File: src/rtl/bringup_pkg.sv
// Shared constants for the bring-up pattern generator.
// Optional feature: BRINGUP_PATTERN_PRBS_EN enables mode 4 (PRBS7).
package bringup_pkg;

    localparam logic [2:0] MODE_IDLE   = 3'd0;
    localparam logic [2:0] MODE_SQUARE = 3'd1;
    localparam logic [2:0] MODE_WALK   = 3'd2;
    localparam logic [2:0] MODE_COUNT  = 3'd3;
    localparam logic [2:0] MODE_PRBS   = 3'd4;

    // PRBS7, x^7 + x^6 + 1: feedback taps are LFSR bits 6 and 5.
    localparam logic [6:0] PRBS_SEED   = 7'h01;
    localparam int         PRBS_TAP_HI = 6;
    localparam int         PRBS_TAP_LO = 5;

    // Folds unsupported/undefined mode codes onto IDLE.
    function automatic logic [2:0] decode_mode(input logic [2:0] m);
        logic [2:0] r;
        r = MODE_IDLE;
        case (m)
            MODE_SQUARE: r = MODE_SQUARE;
            MODE_WALK:   r = MODE_WALK;
            MODE_COUNT:  r = MODE_COUNT;
`ifdef BRINGUP_PATTERN_PRBS_EN
            MODE_PRBS:   r = MODE_PRBS;
`endif
            default:     r = MODE_IDLE;
        endcase
        return r;
    endfunction

endpackage

File: src/rtl/bringup_tick.sv
// Prescaler: down-counter from HALF-1 that strobes tick_o at zero.
// restart_i reloads the counter and suppresses that cycle's strobe.
module bringup_tick #(
    parameter int HALF = 4
) (
    input  logic clock,
    input  logic reset_n,
    input  logic restart_i,
    output logic tick_o
);

    localparam int COUNTER_BITS = (HALF > 1) ? $clog2(HALF) : 1;
    localparam logic [COUNTER_BITS-1:0] RELOAD = COUNTER_BITS'(HALF - 1);

    logic [COUNTER_BITS-1:0] count_q;
    logic [COUNTER_BITS-1:0] count_d;

    // Strobe at zero unless a restart overrides it.
    always_comb begin
        tick_o = (count_q == '0) && !restart_i;
    end

    // Reload on restart or on reaching zero, otherwise count down.
    always_comb begin
        if (restart_i || (count_q == '0)) begin
            count_d = RELOAD;
        end else begin
            count_d = count_q - 1'b1;
        end
    end

    // Counter register.
    always_ff @(posedge clock or negedge reset_n) begin
        if (!reset_n) begin
            count_q <= RELOAD;
        end else begin
            count_q <= count_d;
        end
    end

endmodule

File: src/rtl/bringup_pattern.sv
// Multi-channel bring-up pattern generator (IDLE/SQUARE/WALK/COUNT,
// plus PRBS7 on mode 4 when BRINGUP_PATTERN_PRBS_EN is defined).
// A mode change restarts the prescaler and loads the entry pattern.
module bringup_pattern
    import bringup_pkg::*;
#(
    parameter int CLOCKS_PER_CYCLE = 120,
    parameter int CHANNELS         = 8
) (
    input  logic                clock,
    input  logic                reset_n,
    input  logic [2:0]          mode_i,
    output logic [CHANNELS-1:0] pins_o,
    output logic                tick_o
);

    localparam int HALF = CLOCKS_PER_CYCLE / 2;

    logic [2:0]          mode_q, mode_d;
    logic                phase_q, phase_d;
    logic [CHANNELS-1:0] pins_q, pins_d;
    logic                tick_q, tick_d;
    logic                mode_change;
    logic                tick;
    logic [2:0]          eff_new;
    logic [2:0]          eff_cur;
`ifdef BRINGUP_PATTERN_PRBS_EN
    logic [6:0]          lfsr_q, lfsr_d;
    logic                prbs_bit;
    logic [CHANNELS:0]   prbs_shift;
`endif

    bringup_tick #(
        .HALF (HALF)
    ) u_tick (
        .clock     (clock),
        .reset_n   (reset_n),
        .restart_i (mode_change),
        .tick_o    (tick)
    );

    // Next-state for mode, pattern and strobe; a mode change beats a tick.
    always_comb begin
        mode_change = (mode_i != mode_q);
        eff_new     = decode_mode(mode_i);
        eff_cur     = decode_mode(mode_q);
        mode_d      = mode_i;
        phase_d     = phase_q;
        pins_d      = pins_q;
        tick_d      = tick;
`ifdef BRINGUP_PATTERN_PRBS_EN
        lfsr_d      = lfsr_q;
        prbs_bit    = lfsr_q[PRBS_TAP_HI] ^ lfsr_q[PRBS_TAP_LO];
        prbs_shift  = {pins_q, prbs_bit};
`endif
        if (mode_change) begin
            phase_d = 1'b0;
`ifdef BRINGUP_PATTERN_PRBS_EN
            lfsr_d  = PRBS_SEED;
`endif
            pins_d  = (eff_new == MODE_WALK) ? CHANNELS'(1) : '0;
        end else if (tick) begin
            case (eff_cur)
                MODE_SQUARE: begin
                    phase_d = ~phase_q;
                    pins_d  = {CHANNELS{~phase_q}};
                end
                // Rotate left; with one channel the pin simply stays high.
                MODE_WALK:   pins_d = (pins_q << 1) | (pins_q >> (CHANNELS - 1));
                MODE_COUNT:  pins_d = pins_q + 1'b1;
`ifdef BRINGUP_PATTERN_PRBS_EN
                MODE_PRBS: begin
                    lfsr_d = {lfsr_q[5:0], prbs_bit};
                    pins_d = prbs_shift[CHANNELS-1:0];
                end
`endif
                default:     pins_d = '0;
            endcase
        end
    end

    // State and output registers.
    always_ff @(posedge clock or negedge reset_n) begin
        if (!reset_n) begin
            mode_q  <= MODE_IDLE;
            phase_q <= 1'b0;
            pins_q  <= '0;
            tick_q  <= 1'b0;
`ifdef BRINGUP_PATTERN_PRBS_EN
            lfsr_q  <= PRBS_SEED;
`endif
        end else begin
            mode_q  <= mode_d;
            phase_q <= phase_d;
            pins_q  <= pins_d;
            tick_q  <= tick_d;
`ifdef BRINGUP_PATTERN_PRBS_EN
            lfsr_q  <= lfsr_d;
`endif
        end
    end

    assign pins_o = pins_q;
    assign tick_o = tick_q;

endmodule

File: config.mk
export PLATFORM = sky130hd
export DESIGN_NAME = bringup_pattern
export DESIGN_NICKNAME = d
export VERILOG_FILES = /design/src/rtl/bringup_pkg.sv /design/src/rtl/bringup_tick.sv /design/src/rtl/bringup_pattern.sv
export SDC_FILE = /design/constraint.sdc
export NUM_CORES = 1
export LEC_CHECK = 0
export ABC_AREA = 1
export ABC_CLOCK_PERIOD_IN_PS = 2000
export CAP_MARGIN = 30
export CORE_UTILIZATION = 45
export DETAILED_ROUTE_END_ITERATION = 6
export PLACE_DENSITY = 0.67
export SYNTH_ARGS = -nofsm -noshare
export SYNTH_HDL_FRONTEND = slang
export SYNTH_SLANG_ARGS = --single-unit
File: constraint.sdc
create_clock -name clock -period 2 [get_ports clock]
set_clock_uncertainty 0.1 [all_clocks]
set_input_delay 0.4 -clock clock [delete_from_list [all_inputs] [get_ports clock]]
set_output_delay 0.4 -clock clock [all_outputs]
set_load 0.01 [all_outputs]
==> results of run 1 <==
-- through the flow --
step	cell area [um^2]	utilization	hold slack (ps)	power, mW
after floorplan	1170	-	4.41	0.453
after global placement	1330	0.542	341	0.480
after detailed placement	1330	0.542	341	0.481
after CTS	1360	0.553	314	0.675
after global routing	1360	0.553	324	0.699
final	1360	0.553	315	0.667
-- power by group through the flow --
stage	logic, mW	clock network (mW)	registers (mW)
6_report	0.0742	0.194	0.399
4_1_cts	0.0756	0.200	0.399
3_5_place_dp	0.0753	0	0.406
5_1_grt	0.0854	0.213	0.400
3_3_place_gp	0.0740	0	0.406
2_1_floorplan	0.0479	0	0.405
-- final cells by class --
type | instances | share of cell area
clock buffer | 3 | 0.0166
clock inverter | 1 | 0.00369
inverter | 26 | 0.0719
multi-input combinational | 119 | 0.424
sequential | 19 | 0.355
tap | 30 | 0.0276
timing repair buffer | 14 | 0.101
-- worst max path at each step --
stage          slack (ps)  depth (start not counted)         startpoint   endpoint
2_1_floorplan         580                          8  u_tick.count_q[0]  pins_o[7]
3_3_place_gp          100                          9          mode_i[1]  pins_o[0]
4_1_cts               130                          1          pins_o[0]  pins_o[0]
5_1_grt                80                          1          pins_o[0]  pins_o[0]
6_report              150                          1          pins_o[0]  pins_o[0]
3_5_place_dp           80                          9          mode_i[0]  pins_o[2]
-- routing by layer --
layer,up-vias,routed length (um),global-route usage
met4,0,50,0.0921
met1,481,1080,0.235
li1,546,-,-
met5,-,0,0
met3,5,51,0.0172
met2,16,1060,0.308
-- synth_stat cells --
| cell type | instances |
|---|---|
| o21ai_0 | 5 |
| xnor2_1 | 1 |
| or2_2 | 3 |
| buf_6 | 1 |
| nor2_1 | 13 |
| o211ai_1 | 2 |
| nor2_2 | 1 |
| xor2_1 | 1 |
| nand2_2 | 2 |
| nand4_1 | 1 |
| inv_2 | 1 |
| dfstp_2 | 5 |
| nor3_1 | 3 |
| dfrtp_1 | 14 |
| nor2_4 | 4 |
| nand3b_1 | 1 |
| inv_1 | 25 |
| a211oi_1 | 1 |
| ha_1 | 3 |
| a21oi_1 | 1 |
| nand3_1 | 15 |
| nand2_1 | 62 |
-- cells by family (layout without fill, tap and decap cells) --
kind of cell / Yosys count / in the layout / synth area share
flops: 19 / 19 / 0.413
fa+ha+maj: 3 / 3 / 0.0322
simple gates: 105 / 105 / 0.401
xor+xnor: 2 / 2 / 0.0150
compound gates: 9 / 9 / 0.0451
buf+inv: 27 / 44 / 0.0933
-- state kept, by name (all words and copies together), names as in the netlist --
signal          count
tick_o              1
mode_q              3
phase_q             1
pins_o              8
u_tick.count_q      6
==> key figures, run 1 <==
Finish
  • Antenna diodes: 0
  • Non-filler instance count after layout: 212
  • Multi-input gate area: 576 um^2
  • Commonest cells after routing, fill and taps aside: nand2_1, inv_1, nand3_1
  • Fillcell total: 245
  • Reg area: 482 um^2
  • Share of cells above drive strength 1: 0.115
  • P&R area growth vs syn: 16.4%
  • Nets: 191
  • Commonest non-fill, non-tap cell in the layout: nand2_1

Worst setup path
  • Crit Path Max Fanout: 6
  • Max incr delay on CP: 580 ps
  • Cells along the critical path: clkdlybuf4s50_1
  • Reg2Reg Capture Point: pins_o[4]
  • Delay-heaviest family, CP: buffers and inverters
  • Worst R2R Path Depth: 8
  • CP startpoint kind: flip-flop
  • Worst R2R Start: u_tick.count_q[0]
  • Worst R2R Setup Slack: 430 ps
  • Crit path kind: flip-flop to output pin
  • Crit. End Element: output pin
  • CP Buf/Inv Count: 1
  • CP max-delay cell: clkdlybuf4s50_1
  • Arrival @ worst endpoint: 1350 ps
  • Worst EP required: 1500 ps

Global routing
  • Vias in the first global route: 882
  • GRT Total Usage: 0.184
  • Largest net degree at the start of global routing: 20
  • Grt total ovfl: 0
  • Global-route wire length before repair: 3.68 mm
  • Initial antenna violation count: 0

Detailed routing
  • Antenna-violating nets left: 0
  • Pre-antenna DRT Iters: 4
  • Residual DRC: 0
  • Final WL: 2.24 mm
  • Drt wl/cell: 10.6 um
  • Vias: 1,048
  • Iter 0 DRT Violations: 15
  • Via density per instance: 4.94

Clock tree
  • H-tree level count: 1
  • CTS clk-pin slew, worst paths: 110 ps
  • CTS root buf: clkbuf_4
  • Worst-case clock buffer depth: 2
  • Hold Buf Count CTS: 0
  • Setup bufs post-CTS: 0
  • Post-cts resize count: 0
  • Clk_lat worst skew: 300 ps
  • TritonCTS buffer count: 3
  • TritonCTS sink count: 19
  • CTS tree: built

Yosys
  • FF+latch count, synth: 19
  • Yosys warning count: 0
  • Synth area leaders: dfrtp_1, nand2_1, dfstp_2
  • Library cells used by synthesis: 22
  • Sequential share of the synthesized area: 0.413
  • Cells after synthesis: 165
  • Mapped cell area: 1170 um^2
  • Post-Syn Nets: 173
  • Avg Cell Area, Syn: 7.07 um^2
  • Area leader, netlist: dfrtp_1
  • Share of the synthesized area in the top cell type: 0.300

Timing
  • Period utilization: 0.927
  • Final setup fails: 0
  • RSZ-0062 raised after global routing: false
  • Worst slew pin tran: 311 ps
  • Post-route minimum period: 1850 ps
  • Final Max Tran Viols: 0
  • Fmax: 0.540 GHz
  • Max transition margin: 0.792
  • Worst setup margin: 146 ps
  • Final hold vios: 0
  • Setup tns final: 0 ps

Place
  • Hpwl dp: 1.73 mm
  • Routability cong.: 0.793
  • Place WS: 78.8 ps
  • Dpl cells: 208
  • Port bufs: 13

Power and ir drop
  • Total power per unit cell area: 491 nW/um^2
  • Sw power: 0.174 mW
  • Switching Share: 0.260
  • Clock network fraction of total power: 0.291
  • P_int: 0.494 mW
  • VDD IR max: 497 uV
  • Flop pwr share: 0.598
  • Leakage Power: 0.704 nW
  • Combinational power share: 0.111

Floorplanning
  • Num rows: 18
  • Die height: 52.9 um
  • Core box area: 2450 um^2
  • Num ports: 14
  • Die width: 52.9 um
  • Initial Util: 0.475
  • Die area: 2800 um^2

Run status
  • Status: completed

Worst hold path
  • Hold crit path type: input pin to asynchronous set/reset pin

Flow run
  • Max-cap violations: 0
Power figures use the tool's default switching activity.
==> run 2, diff against run 1 <==
MAX_ROUTING_LAYER = met4   (was unset)
PLACE_DENSITY = 0.66   (was 0.67)
==> run 2 against run 1 <==
Effect of this change:
- critical path depth unchanged
- final cell count unchanged
- flip-flop and latch count is the same
- die area is the same
- sequential share of layout area unchanged
- global-route usage is 1.2 points higher
- setup slack improved by 16 ps
- critical path type unchanged
- via count is 2.1% lower
- first-iteration DRC count increased to 2.7 times the previous value
==> key figures, run 2 (synthesized netlist as in run 1, its figures left out) <==
Run status
  • Status: completed

Detailed routing
  • Pre-antenna DRT Iters: 4
  • Via density per instance: 4.84
  • Iter 0 DRT Violations: 40
  • Final WL: 2.28 mm
  • Antenna-violating nets left: 0
  • Vias: 1,026
  • Drt wl/cell: 10.8 um
  • Residual DRC: 0

Worst setup path
  • Worst R2R Setup Slack: 430 ps
  • Crit path from: pins_o[0]
  • Crit path kind: flip-flop to output pin
  • CP Buf/Inv Count: 1
  • Cells along the critical path: clkdlybuf4s50_1
  • Worst R2R Path Depth: 7
  • Worst R2R Start: u_tick.count_q[0]
  • Max incr delay on CP: 580 ps
  • Arrival @ worst endpoint: 1340 ps
  • Reg2Reg Capture Point: pins_o[7]
  • CP startpoint kind: flip-flop
  • Worst EP required: 1500 ps
  • Critical path endpoint: pins_o[0]
  • Delay-heaviest family, CP: buffers and inverters
  • Crit path depth: 1
  • Crit Path Max Fanout: 6
  • Crit. End Element: output pin
  • CP max-delay cell: clkdlybuf4s50_1

Global routing
  • Grt total ovfl: 0
  • GRT Total Usage: 0.197
  • Largest net degree at the start of global routing: 20
  • Global-route wire length before repair: 3.81 mm
  • Vias in the first global route: 919
  • Initial antenna violation count: 0

Clock tree
  • Hold Buf Count CTS: 0
  • Post-cts resize count: 0
  • TritonCTS sink count: 19
  • TritonCTS buffer count: 3
  • Setup bufs post-CTS: 0
  • Clk_lat worst skew: 290 ps
  • CTS root buf: clkbuf_4
  • H-tree level count: 1
  • Worst-case clock buffer depth: 2
  • CTS clk-pin slew, worst paths: 110 ps
  • CTS tree: built

Timing
  • Final setup fails: 0
  • Worst slew pin tran: 298 ps
  • Max transition margin: 0.801
  • Period utilization: 0.919
  • Fmax: 0.544 GHz
  • Final hold slack: 334 ps
  • Post-route minimum period: 1840 ps
  • Final hold vios: 0
  • RSZ-0062 raised after global routing: false
  • Setup tns final: 0 ps
  • Final Max Tran Viols: 0

Floorplanning
  • Num rows: 18
  • Core box area: 2450 um^2
  • Die height: 52.9 um
  • Initial Util: 0.475
  • Die area: 2800 um^2
  • Num ports: 14
  • Die width: 52.9 um

Finish
  • Post-layout util: 0.553
  • Largest register FFs: 8
  • Nets: 191
  • Antenna diodes: 0
  • Non-filler instance count after layout: 212
  • Commonest non-fill, non-tap cell in the layout: nand2_1
  • Commonest cells after routing, fill and taps aside: nand2_1, inv_1, nand3_1
  • Share of cells above drive strength 1: 0.115
  • P&R area growth vs syn: 16.4%

Power and ir drop
  • Overall Power: 0.662 mW
  • VDD IR max: 477 uV
  • Total power per unit cell area: 488 nW/um^2
  • Leakage Power: 0.704 nW

Place
  • Routability cong.: 0.843
  • Dpl cells: 208
  • Port bufs: 13
  • Hpwl dp: 1.77 mm

Flow run
  • Max-cap violations: 0

Worst hold path
  • Hold crit path type: input pin to asynchronous set/reset pin
## run 2: stage by stage
step                setup slack, ps  area, um^2
floorplan                       577        1170
CTS                             148        1360
global route                    105        1360
detailed placement             72.2        1330
global placement                103        1330
finish                          162        1360
## run 2: layout make-up
cell class	instances	area (um^2)
multi-input cells	119	576
clock buffers	3	22.5
fillers	239	1100
inverters	26	97.6
well taps	30	37.5
clock inverters	1	5.00
repair buffers	14	138
flip-flops and latches	19	482
## run 2: how the worst min path moves through the flow
| stage | from | end | cells past startpoint |
|---|---|---|---|
| 5_1_grt | reset_n | pins_o[4] | 2 |
| 6_report | reset_n | pins_o[0] | 2 |
| 3_3_place_gp | u_tick.count_q[0] | u_tick.count_q[0] | 1 |
| 3_5_place_dp | u_tick.count_q[0] | u_tick.count_q[0] | 1 |
| 4_1_cts | reset_n | pins_o[1] | 2 |
| 2_1_floorplan | reset_n | mode_q[0] | 0 |
## run 2: routing by layer
layer  global-route usage  wire [um]  part of all wire
met1                0.241       1080              0.47
met2                0.314       1120              0.49
met3               0.0431         85             0.037
met4               0.0789          0                 0
met5                    -          0                 0
## run 2: power by group
group | total [mW] | switching (mW) | internal [mW] | leakage [nW]
Sequential | 0.399 | 0.00625 | 0.392 | 0.241
Combinational | 0.0747 | 0.0480 | 0.0266 | 0.446
Clock | 0.189 | 0.114 | 0.0743 | 0.0177
Total | 0.662 | 0.169 | 0.493 | 0.704
==> run 3, diff against run 2 <==
CELL_PAD_IN_SITES_DETAIL_PLACEMENT = 0   (was unset)
CELL_PAD_IN_SITES_GLOBAL_PLACEMENT = 1   (was unset)
CORE_ASPECT_RATIO = 2   (was unset)
CORE_UTILIZATION = 39   (was 45)
PLACE_DENSITY = 0.77   (was 0.66)
==> run 3 against run 2 <==
Effect of this change:
- flip-flop and latch count stayed put
- combinational power is 2.8% higher
- maximum frequency is 2.7% higher
- core utilization is 6.0 points lower
- sequential share of layout area is 0.64 points lower
- first-iteration DRC count is 48% lower
- hold slack better by 25 ps
- global-route usage is 0.063 points higher
- die area is 15% higher
- via count is 3.1% higher
- final cell count stayed put
- highest routed layer is now met4
==> key figures, run 3 (synthesized netlist as in run 1, its figures left out) <==
Worst setup path
  • Worst EP required: 1500 ps
  • CP startpoint kind: flip-flop
  • Reg2Reg Capture Point: pins_o[5]
  • Arrival @ worst endpoint: 1290 ps
  • CP Buf/Inv Count: 1
  • CP max-delay cell: clkdlybuf4s50_1
  • Crit path kind: flip-flop to output pin
  • Delay-heaviest family, CP: buffers and inverters
  • Cells along the critical path: clkdlybuf4s50_1
  • Crit. End Element: output pin
  • Max incr delay on CP: 580 ps
  • Worst R2R Setup Slack: 420 ps
  • Crit Path Max Fanout: 7
  • Worst R2R Start: mode_q[2]
  • Worst R2R Path Depth: 7

Global routing
  • Largest net degree at the start of global routing: 20
  • Initial antenna violation count: 0
  • Vias in the first global route: 992
  • Grt total ovfl: 0
  • Global-route wire length before repair: 4.30 mm
  • GRT Total Usage: 0.197

Clock tree
  • CTS tree: built
  • CTS root buf: clkbuf_8
  • Post-cts resize count: 0
  • Clk_lat worst skew: 250 ps
  • Worst-case clock buffer depth: 2
  • H-tree level count: 1
  • Setup bufs post-CTS: 0
  • TritonCTS buffer count: 3
  • TritonCTS sink count: 19
  • Hold Buf Count CTS: 0
  • CTS clk-pin slew, worst paths: 70 ps

Finish
  • Fillcell total: 309
  • Non-filler instance count after layout: 212
  • Reg area: 482 um^2
  • Commonest non-fill, non-tap cell in the layout: nand2_1
  • Antenna diodes: 0
  • Nets: 192
  • Multi-input gate area: 576 um^2
  • P&R area growth vs syn: 18.6%
  • Largest register FFs: 8
  • Commonest cells after routing, fill and taps aside: nand2_1, inv_1, nand3_1
  • Share of cells above drive strength 1: 0.120

Power and ir drop
  • Switching Share: 0.248
  • Sw power: 0.184 mW
  • Clock network fraction of total power: 0.359
  • Flop pwr share: 0.538
  • Combinational power share: 0.104
  • P_int: 0.558 mW
  • VDD IR max: 364 uV
  • Leakage Power: 0.717 nW
  • Total power per unit cell area: 537 nW/um^2

Place
  • Routability cong.: 0.800
  • Port bufs: 13
  • Hpwl dp: 2.09 mm
  • Dpl cells: 208

Detailed routing
  • Routed met3 length: 37 um
  • Uppermost layer routed: met4
  • Met1 Wirelength: 1.00 mm
  • Residual DRC: 0
  • Met2 wire len: 1.57 mm
  • Pre-antenna DRT Iters: 4
  • Drt wl/cell: 12.4 um
  • Iter 0 DRT Violations: 21
  • Antenna-violating nets left: 0
  • Via density per instance: 4.99
  • Final WL: 2.64 mm
  • Vias: 1,058

Floorplanning
  • Initial Util: 0.416
  • Die height: 79.3 um
  • Die width: 40.7 um
  • Num ports: 14
  • Core box area: 2800 um^2
  • Die area: 3230 um^2
  • Num rows: 27

Flow run
  • Max-cap violations: 0

Timing
  • Final hold vios: 0
  • Worst slew pin tran: 317 ps
  • Final setup fails: 0
  • Fmax: 0.559 GHz
  • Post-route minimum period: 1790 ps
  • Max transition margin: 0.788
  • RSZ-0062 raised after global routing: false
  • Final hold slack: 359 ps
  • Period utilization: 0.895
  • Final Max Tran Viols: 0
  • Setup tns final: 0 ps

Worst hold path
  • Hold Startpoint: u_tick.count_q[0]
  • Worst hold path cell count: 1
  • WHS Endpoint: u_tick.count_q[0]
  • Hold crit path type: flip-flop to flip-flop

Run status
  • Status: completed
-- run 3: how the worst max path moves through the flow --
stage                            from         to  slack, ps  depth (start not counted)
floorplan           u_tick.count_q[0]  pins_o[7]        580                          8
global placement            mode_i[2]  pins_o[0]         90                          6
detailed placement          mode_i[1]  pins_o[5]         70                          9
CTS                         pins_o[2]  pins_o[2]        200                          1
global route                pins_o[0]  pins_o[0]        140                          1
finish                      pins_o[2]  pins_o[2]        210                          1
-- run 3: area by class of cell --
type	instances	area share
clock buffer	3	0.0299
inverter	26	0.0706
clock inverter	1	0.00362
sequential	19	0.348
timing repair buffer	15	0.105
multi-input combinational	119	0.416
tap	29	0.0262
-- run 3: per-stage QoR --
| step | instance area [um^2] | util | power [mW] | setup WS [ps] |
|---|---|---|---|---|
| final | 1380 | 0.493 | 0.742 | 210 |
| after floorplan | 1170 | - | 0.453 | 577 |
| after global placement | 1340 | 0.477 | 0.482 | 91.2 |
| after CTS | 1380 | 0.493 | 0.756 | 197 |
| after global routing | 1380 | 0.493 | 0.778 | 144 |
| after detailed placement | 1340 | 0.477 | 0.483 | 70.6 |
-- run 3: per-layer routing --
layer	up-vias	GRT usage
met5	-	-
met4	0	0.0800
met3	2	0.0168
met2	13	0.348
met1	500	0.207
li1	543	-
-- run 3: power groups by stage --
stage	clock network [mW]	registers, mW	logic [mW]
global placement	0	0.406	0.0760
CTS	0.279	0.399	0.0782
detailed placement	0	0.406	0.0772
floorplan	0	0.405	0.0479
finish	0.266	0.399	0.0768
global route	0.292	0.400	0.0870
==> edit 1: new RTL, settings of run 1 <==
Set the parameter `CHANNELS` to 9 (it was 8).
--- a/src/rtl/bringup_pattern.sv
+++ b/src/rtl/bringup_pattern.sv
@@ -7,3 +7,3 @@
     parameter int CLOCKS_PER_CYCLE = 120,
-    parameter int CHANNELS         = 8
+    parameter int CHANNELS         = 9
 ) (
Ports: changed (resized pins_o); port bits go from 14 to 15. The function was not compared with the original's and may differ.
==> edit 1 against run 1 <==
  * Worst setup slack got worse by 0.053 ns
  * Area after synthesis rose by 7.4%
  * Global-route usage rose by 3.1 points
  * Wire length rose by 18%
  * Total power rose by 11%
  * Final area rose by 8.3%
  * Cell count rose by 7.5%
  * Sequential cell count rose by 1
  * Die area rose by 7.1%
==> edit 1: results (changes against run 1) <==
Clocking
  • Worst-Skew Late Latency: 0.30 ns (about the same)

Placed design
  • DP HPWL: 1940 um (+12%)
  • Placed Area: 0.00143 sq mm (+7.8%)
  • Port bufs: 14 (+1)
  • GP Congestion: 0.825 (+4.0%)

Pwr
  • LEAKAGE: 0.727 nW (+3.2%)
  • Max VDD drop: 0.389 mV (-22%)

Run status
  • Status: finished clean

Worst setup path
  • Data arrival, critical path: 1.41 ns (+0.06 ns)
  • Worst r2r path cells: 7 (-1)
  • Crit path to: pins_o[3]
  • Critical R2R Capture: pins_o[1]$_DFFE_PN0P_
  • Critical path fanouts, max: 8 (+2)

GRT
  • Largest net degree at the start of global routing: 21 (+5.0%)
  • First-pass GRT wire length: 4510 um (+23%)
  • Vias in the first global route: 1016 (+15%)
  • All-layer global routing usage: 21.6% (+3.1 points)

Detailed routing
  • 1st-pass router iterations: 6 (+2)
  • Met3 WL post-DR: 105 um (+110%)
  • Met2 wire length: 1250 um (+18%)
  • Met1 WL: 1260 um (+17%)
  • DRT iter0 DRCs: 22 (+7)
  • Wire length per cell: 11.6 um (+10%)

Yosys
  • Synth cell count leaders: 69 x nand2_1, 23 x inv_1, 18 x nand3_1
  • Seq/Total Area, Yosys: 40.5% (-0.85 points)
  • Syn_nets: 187 (+8.1%)

STA
  • Least-Margin Pin Slew: 0.409 ns (+0.0981 ns)

Cells and area
  • Share of cells above drive strength 1: 12.1% (+0.58 points)
-- edit 1: worst register-to-register path: stages (launching register included) --
cell,delay (ns)
dfstp_2,0.54
inv_1,0.06
ha_1,0.21
nand2_1,0.11
nor2_4,0.06
nor2_4,0.29
nand2_1,0.08
nand2_1,0.08
-- edit 1: where the power goes --
group | leakage, nW | switching, mW | internal (mW)
logic | 0.451 | 0.0514 | 0.0286
clock network | 0.0210 | 0.128 | 0.111
registers | 0.255 | 0.00703 | 0.413
total | 0.727 | 0.187 | 0.552
-- edit 1: final cells by class --
cell class | count | area [sq um]
Fill cell | 225 | 1070
Tap cell | 30 | 37.5
Inverter | 25 | 93.8
Multi-Input combinational cell | 133 | 641
Clock buffer | 4 | 36.3
Timing Repair Buffer | 16 | 155
Sequential cell | 20 | 507
-- edit 1: metrics by stage --
step / power, mW / utilization, % / hold WS (ns) / instances / worst slack [ns]
2_1_floorplan: 0.475 / - / 0.00441 / 179 / 0.562
3_3_place_gp: 0.506 / 56.3 / 0.337 / 224 / 0.0880
3_5_place_dp: 0.508 / 56.3 / 0.343 / 224 / 0.0311
4_1_cts: 0.749 / 57.8 / 0.318 / 228 / 0.0979
5_1_grt: 0.776 / 57.8 / 0.367 / 228 / 0.0436
6_report: 0.739 / 57.8 / 0.318 / 228 / 0.0937
-- edit 1: kinds of logic (layout without fill, tap and decap cells) --
logic type,after synthesis,count (layout),synth area share [%]
xor gates and xnor gates,2,2,1.40
and+or+nand+nor,118,118,42.2
adders and majority gates,3,3,3.00
buffers and inverters,26,45,8.39
DFF,20,20,40.5
AOI/OAI and AO/OA,10,10,4.59
-- edit 1: routing by layer --
layer	track usage, %	up-vias
met5	0	-
met4	7.69	0
met3	3.33	4
met2	34.7	25
met1	28.9	534
li1	-	596
==> edit 2: new RTL, settings of run 1 <==
Made on the original files. Remove the case item `MODE_WALK` of the case on `eff_cur`.
--- a/src/rtl/bringup_pattern.sv
+++ b/src/rtl/bringup_pattern.sv
@@ -68,3 +68,2 @@
                 // Rotate left; with one channel the pin simply stays high.
-                MODE_WALK:   pins_d = (pins_q << 1) | (pins_q >> (CHANNELS - 1));
                 MODE_COUNT:  pins_d = pins_q + 1'b1;
Formal check against the unedited RTL: same outputs for any inputs over 10 cycles, from zero or initial values and one cycle with reset_n low; that may be too few to reach the edited logic, so the function may still have changed.
==> edit 2 against run 1 <==
  * Total power decreased by 1.0%
  * Count of clock-buffer cells in the layout did not move
  * Worst setup slack improved by 0.017 ns
  * Register-to-register slack got worse by 0.04 ns
  * Synthesized cell count down 13%
  * Area after synthesis is 5.2% lower
  * Via count decreased by 14%
  * Sequential cell count did not move
  * Largest cell class unchanged
  * Wire length fell by 7.2%
  * Final area fell by 4.6%
  * Maximum frequency up 0.91%
==> edit 2: results (changes against run 1) <==
GRT
  • Vias in the first global route: 891 (+1.0%)
  • Largest net degree at the start of global routing: 13 (-35%)
  • First-pass GRT wire length: 3760 um (+2.3%)
  • All-layer global routing usage: 19.0% (+0.61 points)

Detailed routing
  • DRT iter0 DRCs: 11 (-4)
  • WL final: 2080 um (-7.2%)
  • Routed via count: 901 (-14%)
  • Via density per instance: 4.79 (-3.1%)

STA
  • Achievable Freq: 544 MHz (+0.91%)
  • Final hold slack: 0.264 ns (-0.0510 ns)
  • Least-Margin Pin Slew: 0.363 ns (+0.0520 ns)

Pwr
  • LEAKAGE: 0.682 nW (-3.1%)
  • Max VDD drop: 0.370 mV (-26%)

Cells and area
  • Comb_multi_in: 101 (-15%)
  • Multi-input gate share of total cell area: 41.0% (-1.4 points)
  • # fillers: 231 (-5.7%)
  • Sequential Area: 482 sq um (unchanged)
  • Area grow syn2layout: 17.1%
  • Final non-clock buffer share: 10.6% (+0.49 points)
  • Fin nets: 169 (-12%)
  • Clock-cell share: 2.13% (+0.098 points)
  • Share of cells above drive strength 1: 16.3% (+4.7 points)
  • Max FFs per register: 8 (unchanged)

Placed design
  • Pre-CTS WS: 0.0241 ns (-0.0547 ns)
  • Port bufs: 13 (unchanged)
  • Placed insts: 184 (-12%)
  • Placed Area: 0.00127 sq mm (-4.7%)
  • GP Congestion: 0.780 (-1.5%)
  • DP HPWL: 1630 um (-5.8%)

Yosys
  • Adder-Cell Fraction of Synth Area: 3.39% (+0.17 points)
  • Synth Area in Compound Gates: 5.20% (+0.70 points)
  • Netlist cell types: 23 (+4.5%)
  • XOR/XNOR share of the synthesized area: 2.26% (+0.76 points)
  • Synth Instances: 143 (-13%)
  • Syn_nets: 151 (-13%)
  • Top cells by area, synth: dfrtp_1 32%, nand2_1 16%, dfstp_2 12%

Run status
  • Status: finished clean

Worst setup path
  • Worst path top cell family by delay: buffers and inverters

Floorplanning
  • TAP cells: 28 (-6.7%)

Clocking
  • Sink Count: 19 (unchanged)
==> edit 2: per-layer routing <==
metal	routed length (um)	global-route usage [%]
met1	1030	25.4
met4	27	6.76
met2	980	32.3
met3	39	1.75
met5	0	0
==> edit 2: where the power goes <==
part | total (mW) | internal, mW | switching [mW]
Clock | 0.192 | 0.0745 | 0.118
Sequential | 0.399 | 0.392 | 0.00647
Combinational | 0.0696 | 0.0254 | 0.0442
==> edit 2: worst paths after layout <==
kind | from | endpoint | depth (start not counted)
worst max register to register | u_tick.count_q[0]$_DFF_PN1_ | pins_o[2]$_DFFE_PN0P_ | 7
max in group asynchronous | reset_n | mode_q[0]$_DFF_PN0_ | 2
worst min register to register | u_tick.count_q[0]$_DFF_PN1_ | u_tick.count_q[0]$_DFF_PN1_ | 1
min in group clock | u_tick.count_q[0]$_DFF_PN1_ | u_tick.count_q[0]$_DFF_PN1_ | 1
worst max-delay path | pins_o[5]$_DFFE_PN0P_ | pins_o[5] | 1
worst min-delay path | reset_n | mode_q[1]$_DFF_PN0_ | 1
